$ cat config.mk
export PLATFORM = sky130hd
export DESIGN_NAME = ccu_ax_scheduler
export DESIGN_NICKNAME = d
export VERILOG_FILES = /design/src/rtl/ccu_pkg.sv /design/src/rtl/ccu_rr_pick.sv /design/src/rtl/ccu_ax_scheduler.sv
export SDC_FILE = /design/constraint.sdc
export NUM_CORES = 1
export LEC_CHECK = 0
export BUFFER_PORTS_ARGS = -buffer_cell sky130_fd_sc_hd__buf_2
export CORE_AREA = 2 2 60 62
export DETAILED_ROUTE_END_ITERATION = 8
export DIE_AREA = 0 0 62 64
export PLACE_DENSITY = 0.72
export SETUP_SLACK_MARGIN = 0.05
export SYNTH_ARGS = -nofsm -noshare
export SYNTH_HDL_FRONTEND = slang
export SYNTH_HIERARCHICAL = 1
export SYNTH_SLANG_ARGS = --single-unit
$ cat constraint.sdc
create_clock -name clk_i -period 2.5 [get_ports clk_i]
set_input_delay 0.5 -clock clk_i [delete_from_list [all_inputs] [get_ports clk_i]]
set_output_delay 0.5 -clock clk_i [all_outputs]
set_load 0.005 [all_outputs]
$ cat src/rtl/ccu_pkg.sv
// Shared types for the CCU address scheduler: FSM states, grant record and
// the port-index width helper.
package ccu_pkg;

  // Widest port index the grant record can carry.
  localparam int unsigned CcuMaxIdxW = 4;

  typedef enum logic [1:0] {
    IDLE     = 2'd0,
    GRANT_AW = 2'd1,
    GRANT_AR = 2'd2
  } ccu_sched_state_e;

  typedef struct packed {
    logic [CcuMaxIdxW-1:0] port;
    logic                  write;
  } ccu_grant_t;

  function automatic int unsigned ccu_idx_w(input int unsigned n);
    return (n > 1) ? $clog2(n) : 1;
  endfunction

endpackage

$ cat src/rtl/ccu_rr_pick.sv
// Combinational round-robin picker: returns the first set request strictly
// after the pointer, wrapping, so the pointer's own slot has lowest priority.
module ccu_rr_pick
  import ccu_pkg::*;
#(
  parameter int unsigned N    = 2,
  parameter int unsigned IdxW = ccu_idx_w(N)
) (
  input  logic [N-1:0]    req_i,
  input  logic [IdxW-1:0] ptr_i,
  output logic [IdxW-1:0] idx_o,
  output logic            valid_o
);

  logic [IdxW-1:0] w_cand;

  always_comb begin
    idx_o   = '0;
    valid_o = 1'b0;
    w_cand  = '0;
    for (int unsigned k = 1; k <= N; k++) begin
      w_cand = IdxW'((32'(ptr_i) + k) % N);
      if (!valid_o && req_i[w_cand]) begin
        idx_o   = w_cand;
        valid_o = 1'b1;
      end
    end
  end

endmodule

$ cat src/rtl/ccu_ax_scheduler.sv
// Serialises AW/AR requests from the core ports toward ccu_dispatch: one
// grant at a time, round-robin over ports, read/write alternation per port.
module ccu_ax_scheduler
  import ccu_pkg::*;
#(
  parameter  int unsigned NoPorts        = 2,
  parameter  int unsigned MaxOutstanding = 4,
  localparam int unsigned IdxW           = ccu_idx_w(NoPorts),
  localparam int unsigned CntW           = $clog2(MaxOutstanding + 1)
) (
  input  logic               clk_i,
  input  logic               rst_ni,
  input  logic [NoPorts-1:0] core_aw_valid_i,
  output logic [NoPorts-1:0] core_aw_ready_o,
  input  logic [NoPorts-1:0] core_ar_valid_i,
  output logic [NoPorts-1:0] core_ar_ready_o,
  output logic [NoPorts-1:0] disp_aw_valid_o,
  input  logic [NoPorts-1:0] disp_aw_ready_i,
  output logic [NoPorts-1:0] disp_ar_valid_o,
  input  logic [NoPorts-1:0] disp_ar_ready_i,
  input  logic [NoPorts-1:0] b_done_i,
  input  logic [NoPorts-1:0] r_last_done_i,
  output logic               busy_o,
  output logic [IdxW-1:0]    grant_port_o,
  output logic               grant_write_o
);

  ccu_sched_state_e r_state, w_state_next;
  ccu_grant_t       r_grant;
  logic [IdxW-1:0]  r_rr_ptr;
  logic [NoPorts-1:0] r_last_was_wr;

  logic [NoPorts-1:0] w_aw_elig, w_ar_elig, w_elig;
  logic [IdxW-1:0]    w_pick_idx, w_gport;
  logic               w_pick_valid, w_pick_aw;
  logic               w_aw_hs, w_ar_hs;

  assign w_gport = r_grant.port[IdxW-1:0];
  assign w_elig  = w_aw_elig | w_ar_elig;

  ccu_rr_pick #(
    .N    (NoPorts),
    .IdxW (IdxW)
  ) u_pick (
    .req_i   (w_elig),
    .ptr_i   (r_rr_ptr),
    .idx_o   (w_pick_idx),
    .valid_o (w_pick_valid)
  );

  // AW unless AR is also eligible and this port's last grant was a write.
  assign w_pick_aw = w_aw_elig[w_pick_idx] &
                     (~w_ar_elig[w_pick_idx] | ~r_last_was_wr[w_pick_idx]);

  assign w_aw_hs = (r_state == GRANT_AW) && core_aw_valid_i[w_gport] && disp_aw_ready_i[w_gport];
  assign w_ar_hs = (r_state == GRANT_AR) && core_ar_valid_i[w_gport] && disp_ar_ready_i[w_gport];

  always_comb begin
    w_state_next    = r_state;
    disp_aw_valid_o = '0;
    disp_ar_valid_o = '0;
    core_aw_ready_o = '0;
    core_ar_ready_o = '0;
    case (r_state)
      IDLE: begin
        if (w_pick_valid) w_state_next = w_pick_aw ? GRANT_AW : GRANT_AR;
      end
      GRANT_AW: begin
        disp_aw_valid_o[w_gport] = core_aw_valid_i[w_gport];
        core_aw_ready_o[w_gport] = disp_aw_ready_i[w_gport];
        if (!core_aw_valid_i[w_gport] || disp_aw_ready_i[w_gport]) w_state_next = IDLE;
      end
      GRANT_AR: begin
        disp_ar_valid_o[w_gport] = core_ar_valid_i[w_gport];
        core_ar_ready_o[w_gport] = disp_ar_ready_i[w_gport];
        if (!core_ar_valid_i[w_gport] || disp_ar_ready_i[w_gport]) w_state_next = IDLE;
      end
      default: w_state_next = IDLE;
    endcase
    if (!rst_ni) begin
      disp_aw_valid_o = '0;
      disp_ar_valid_o = '0;
      core_aw_ready_o = '0;
      core_ar_ready_o = '0;
    end
  end

  assign busy_o        = rst_ni && (r_state != IDLE);
  assign grant_port_o  = rst_ni ? w_gport : '0;
  assign grant_write_o = rst_ni && r_grant.write;

  always_ff @(posedge clk_i) begin
    if (!rst_ni) begin
      r_state       <= IDLE;
      r_grant       <= '0;
      r_rr_ptr      <= IdxW'(NoPorts - 1);
      r_last_was_wr <= '0;
    end else begin
      r_state <= w_state_next;
      if (r_state == IDLE && w_pick_valid) begin
        r_grant.port  <= CcuMaxIdxW'(w_pick_idx);
        r_grant.write <= w_pick_aw;
      end
      if (w_aw_hs || w_ar_hs) begin
        r_rr_ptr               <= w_gport;
        r_last_was_wr[w_gport] <= w_aw_hs;
      end
    end
  end

  for (genvar gi = 0; gi < NoPorts; gi++) begin : g_port
    logic [CntW-1:0] r_wr_cnt, r_rd_cnt, w_wr_next, w_rd_next;
    logic            w_aw_inc, w_ar_inc;

    assign w_aw_inc = w_aw_hs && (w_gport == IdxW'(gi));
    assign w_ar_inc = w_ar_hs && (w_gport == IdxW'(gi));

    // A full counter blocks only its own channel.
    assign w_aw_elig[gi] = core_aw_valid_i[gi] && (r_wr_cnt < CntW'(MaxOutstanding));
    assign w_ar_elig[gi] = core_ar_valid_i[gi] && (r_rd_cnt < CntW'(MaxOutstanding));

    always_comb begin
      w_wr_next = r_wr_cnt;
      w_rd_next = r_rd_cnt;
      if (w_aw_inc && !b_done_i[gi]) w_wr_next = r_wr_cnt + CntW'(1);
      else if (!w_aw_inc && b_done_i[gi] && r_wr_cnt != '0) w_wr_next = r_wr_cnt - CntW'(1);
      if (w_ar_inc && !r_last_done_i[gi]) w_rd_next = r_rd_cnt + CntW'(1);
      else if (!w_ar_inc && r_last_done_i[gi] && r_rd_cnt != '0) w_rd_next = r_rd_cnt - CntW'(1);
    end

    always_ff @(posedge clk_i) begin
      if (!rst_ni) begin
        r_wr_cnt <= '0;
        r_rd_cnt <= '0;
      end else begin
        r_wr_cnt <= w_wr_next;
        r_rd_cnt <= w_rd_next;
      end
    end

    a_wr_bound: assert property (@(posedge clk_i) disable iff (!rst_ni)
      r_wr_cnt <= CntW'(MaxOutstanding));
    a_rd_bound: assert property (@(posedge clk_i) disable iff (!rst_ni)
      r_rd_cnt <= CntW'(MaxOutstanding));
    a_wr_underflow: assert property (@(posedge clk_i) disable iff (!rst_ni)
      !(b_done_i[gi] && !w_aw_inc && r_wr_cnt == '0));
    a_rd_underflow: assert property (@(posedge clk_i) disable iff (!rst_ni)
      !(r_last_done_i[gi] && !w_ar_inc && r_rd_cnt == '0));
  end

  a_onehot: assert property (@(posedge clk_i) disable iff (!rst_ni)
    $onehot0({disp_aw_valid_o, disp_ar_valid_o}));
  a_port_range: assert property (@(posedge clk_i) disable iff (!rst_ni)
    r_grant.port < CcuMaxIdxW'(NoPorts));
  a_aw_stable: assert property (@(posedge clk_i) disable iff (!rst_ni)
    (r_state == GRANT_AW) |-> core_aw_valid_i[w_gport]);
  a_ar_stable: assert property (@(posedge clk_i) disable iff (!rst_ni)
    (r_state == GRANT_AR) |-> core_ar_valid_i[w_gport]);

endmodule

==> results.json <==
{
  "placedInstanceArea_mm2": 0.00160,
  "vias_per_cell": 5.76,
  "setup.reg_to_reg.worst_slack_ps": 270,
  "synth-async-reset-ratio_pct": 0,
  "largest_family_of_logic_cells_by_synthesized_area": "simple AND/OR/NAND/NOR gates",
  "area.growth.synth_to_final_pct": 14.8,
  "ioPinCount": 25,
  "average_wire_length_per_cell_after_detail_routing_um": 13.8,
  "clk-insertion-delay-late_ps": 310,
  "report.final.slew_viol_count": 0,
  "yosysWarningCount": 6,
  "drt_iter0_markers": 54,
  "globalRouteTotalUtil_pct": 17.7,
  "chipHeight_um": 64,
  "rr_worst_depth": 7,
  "yosysUniqueCellTypes": 49,
  "final_design_area_excluding_fillers_mm2": 0.00163,
  "synthesis.nets": 191,
  "final_cells": 244,
  "r2r-end": "g_port[1].r_rd_cnt[2]",
  "worst_path_max_delay_cell": "dfxtp_1",
  "finish.net_count": 217,
  "ctsLongestPathBuffers": 2,
  "adder_and_majority_gate_portion_of_the_synthesized_area_pct": 5.64,
  "synth-edff-count": 0,
  "drive_gt1_share_pct": 21.7,
  "postCtsSetupBuffers": 0,
  "die_width_um": 62,
  "drtPass1Iterations": 4,
  "die_area_mm2": 0.00397,
  "type_of_element_capturing_the_critical_path": "register",
  "critical_path.startpoint": "r_state[1]",
  "synth_simple_gate_area_share_pct": 36.0,
  "clk_tree_root_cell": "clkbuf_4",
  "leakagePower_nw": 0.648,
  "ant_nets": 0,
  "diodes": 0,
  "timing.hold.worst.class": "reg2reg",
  "initial_utilization_pct": 43.2,
  "average_cell_area_after_synthesis_um2": 8.21,
  "drt_drc_violations_left": 0,
  "vias": 1405,
  "grt_first_pass_wirelength_um": 5490,
  "syn-instance-count": 173,
  "synth_ff_type": "dfxtp_1",
  "fp-row-count": 21,
  "required_ps": 2760,
  "synth_seq_area_share_pct": 26.8,
  "routabilityCongestion": 0.856,
  "synth_xor_xnor_area_share_pct": 2.47,
  "power.density_cell_area_mw_per_mm2": 579,
  "path_clk_slew_ps": 120,
  "placeableCoreArea_mm2": 0.00328,
  "fmax_mhz": 448,
  "max-cap-violations": 0,
  "deepest_level_of_the_cts_h_tree": 1,
  "cts-resized-gates": 0,
  "slew-limit-headroom_pct": 71.2,
  "timing_hold_violations_final": 0,
  "worst_ep_arrival_time_ps": 2490,
  "holdBufCountCts": 0,
  "grt_antenna_before_repair": 0,
  "tritoncts_buffers": 3,
  "critical_path_class": "reg2reg",
  "tightest_slew_ps": 430,
  "grt_remaining_overflow": 0,
  "setup_violations": 0,
  "unrepaired_setup_endpoints_after_global_routing": "no",
  "crit_fanout": 8,
  "placed_cells_incl_taps": 240,
  "tritoncts": "done",
  "critPathCapture": "g_port[1].r_rd_cnt[2]",
  "period_share_pct": 89.3,
  "dp.final_hpwl_um": 2500,
  "run_status": "completed",
  "tritoncts_num_sinks": 19,
  "maximum_number_of_pins_on_one_net_before_global_route_repair": 18,
  "reg2reg_from": "r_state[1]",
  "first_global_vias": 1208,
  "tns_ps": 0,
  "worstSetupPathDepth": 7,
  "port_buffers": 24,
  "synth_mux_area_share_pct": 2.20,
  "synth-compound-area-share_pct": 22.1,
  "synthesis.area_mm2": 0.00142,
  "fin_worst_skew_ps": 2.57,
  "cp_num_buf_inv": 0,
  "worst_path_dominant_cell_family": "simple AND/OR/NAND/NOR gates",
  "critical_path_max_stage_delay_ps": 490,
  "ir_drop_v": 0.000298,
  "cp-start-kind": "register",
  "path_common_cell": "a21oi_1",
  "synth-seq-cells": 19,
  "routed_wirelength_um": 3370,
  "crit_chain": "and2b_2, nand4_4, or2_2, fa_1, nor4b_1, a21oi_1, a21oi_1",
  "finalCriticalPeriod_ps": 2230
}
==> power by group <==
group | internal, mW | total [mW] | switching, mW
Clock | 0.0624 | 0.170 | 0.107
Sequential | 0.351 | 0.421 | 0.0695
Combinational | 0.175 | 0.354 | 0.179
Total | 0.589 | 0.945 | 0.356
==> placed cells by master (no fill, tap or decap), drive strengths merged, types with 4 or more instances in the layout <==
master	n
nand4b	7
o21ai	5
a31oi	4
a21oi	7
dfxtp	19
buf	28
nand2b	5
fa	4
nand3	5
nor3	5
and3	9
clkbuf	4
inv	10
nor2	18
nand2	9
nor3b	5
==> registers in the layout, indices dropped and copies added, names as in the netlist <==
register         count
g_port.r_rd_cnt      6
r_state              2
g_port.r_wr_cnt      6
r_last_was_wr        2
r_grant              2
r_rr_ptr             1
==> synth_stat cells, types with 2 or more instances <==
cell type  number  area (um2)
o21ai_0         5        25.0
and3b_1         2        17.5
clkbuf_1        6        22.5
a211oi_1        2        15.0
a22o_1          2        17.5
nor4b_1         3        26.3
o2111a_1        3        33.8
mux2i_1         2        20.0
a21oi_1         7        35.0
xnor2_1         3        26.3
a31oi_1         4        25.0
nand2_1         9        33.8
nand3_1         5        25.0
and2_1          3        18.8
fa_1            4        80.1
o31ai_1         3        22.5
o22ai_1         2        12.5
nor3b_2         2        25.0
a21boi_0        2        15.0
and3_2          2        15.0
o32ai_1         2        17.5
dfxtp_1        19         380
o211ai_1        2        15.0
and3_1          7        43.8
nor3_1          5        25.0
inv_1          10        37.5
nor3b_1         3        22.5
and2b_2         2        17.5
o2111ai_1       3        26.3
nand3b_1        3        22.5
nand4b_1        7        61.3
nand2b_1        5        31.3
nor2_1         18        67.6
==> cell families (layout without fill, tap and decap cells) <==
group	Yosys count	in the layout
AOI/OAI and AO/OA	43	43
DFF	19	19
adders and majority gates	4	4
xor gates and xnor gates	4	4
muxes	3	3
and+or+nand+nor	83	83
buffers and inverters	17	42
==> tightest hold or removal path, stage by stage (launching register included) <==
cell	delay, ps
dfxtp_1	340
a21oi_1	60
nor2_1	80
==> metal layers <==
metal	vias to the layer above	wire length (um)	global-route usage, %
li1	701	-	-
met1	671	1730	25.1
met2	31	1500	26.8
met3	2	134	4.66
met4	0	14	3.46
met5	-	0	0
==> final cells by class <==
type	instances	area [um2]
clock buffer	4	26.3
fill	337	1650
inverter	10	37.5
sequential	19	382
timing repair buffer	28	150
tap	46	57.6
multi-input combinational	137	977
==> stage by stage <==
stage               util, %  total power, mW  setup slack, ps  hold WS (ps)
finish                 49.6            0.945              268           500
detailed placement     48.6            0.776              194           476
floorplan                 -            0.678              250           449
global route           49.6             1.02              102           523
global placement       48.6            0.770              285           464
CTS                    49.4            0.949              218           505
==> worst min-delay path by stage <==
| stage | from | end | depth (start not counted) |
|---|---|---|---|
| after floorplan | r_last_was_wr[0] | r_last_was_wr[0] | 2 |
| after global placement | r_last_was_wr[1] | r_last_was_wr[1] | 2 |
| after detailed placement | r_last_was_wr[0] | r_last_was_wr[0] | 2 |
| after CTS | r_last_was_wr[0] | r_last_was_wr[0] | 2 |
| after global routing | r_last_was_wr[1] | r_last_was_wr[1] | 2 |
| final | r_last_was_wr[0] | r_last_was_wr[0] | 2 |
No activity file was read; power rests on OpenSTA's default activity.
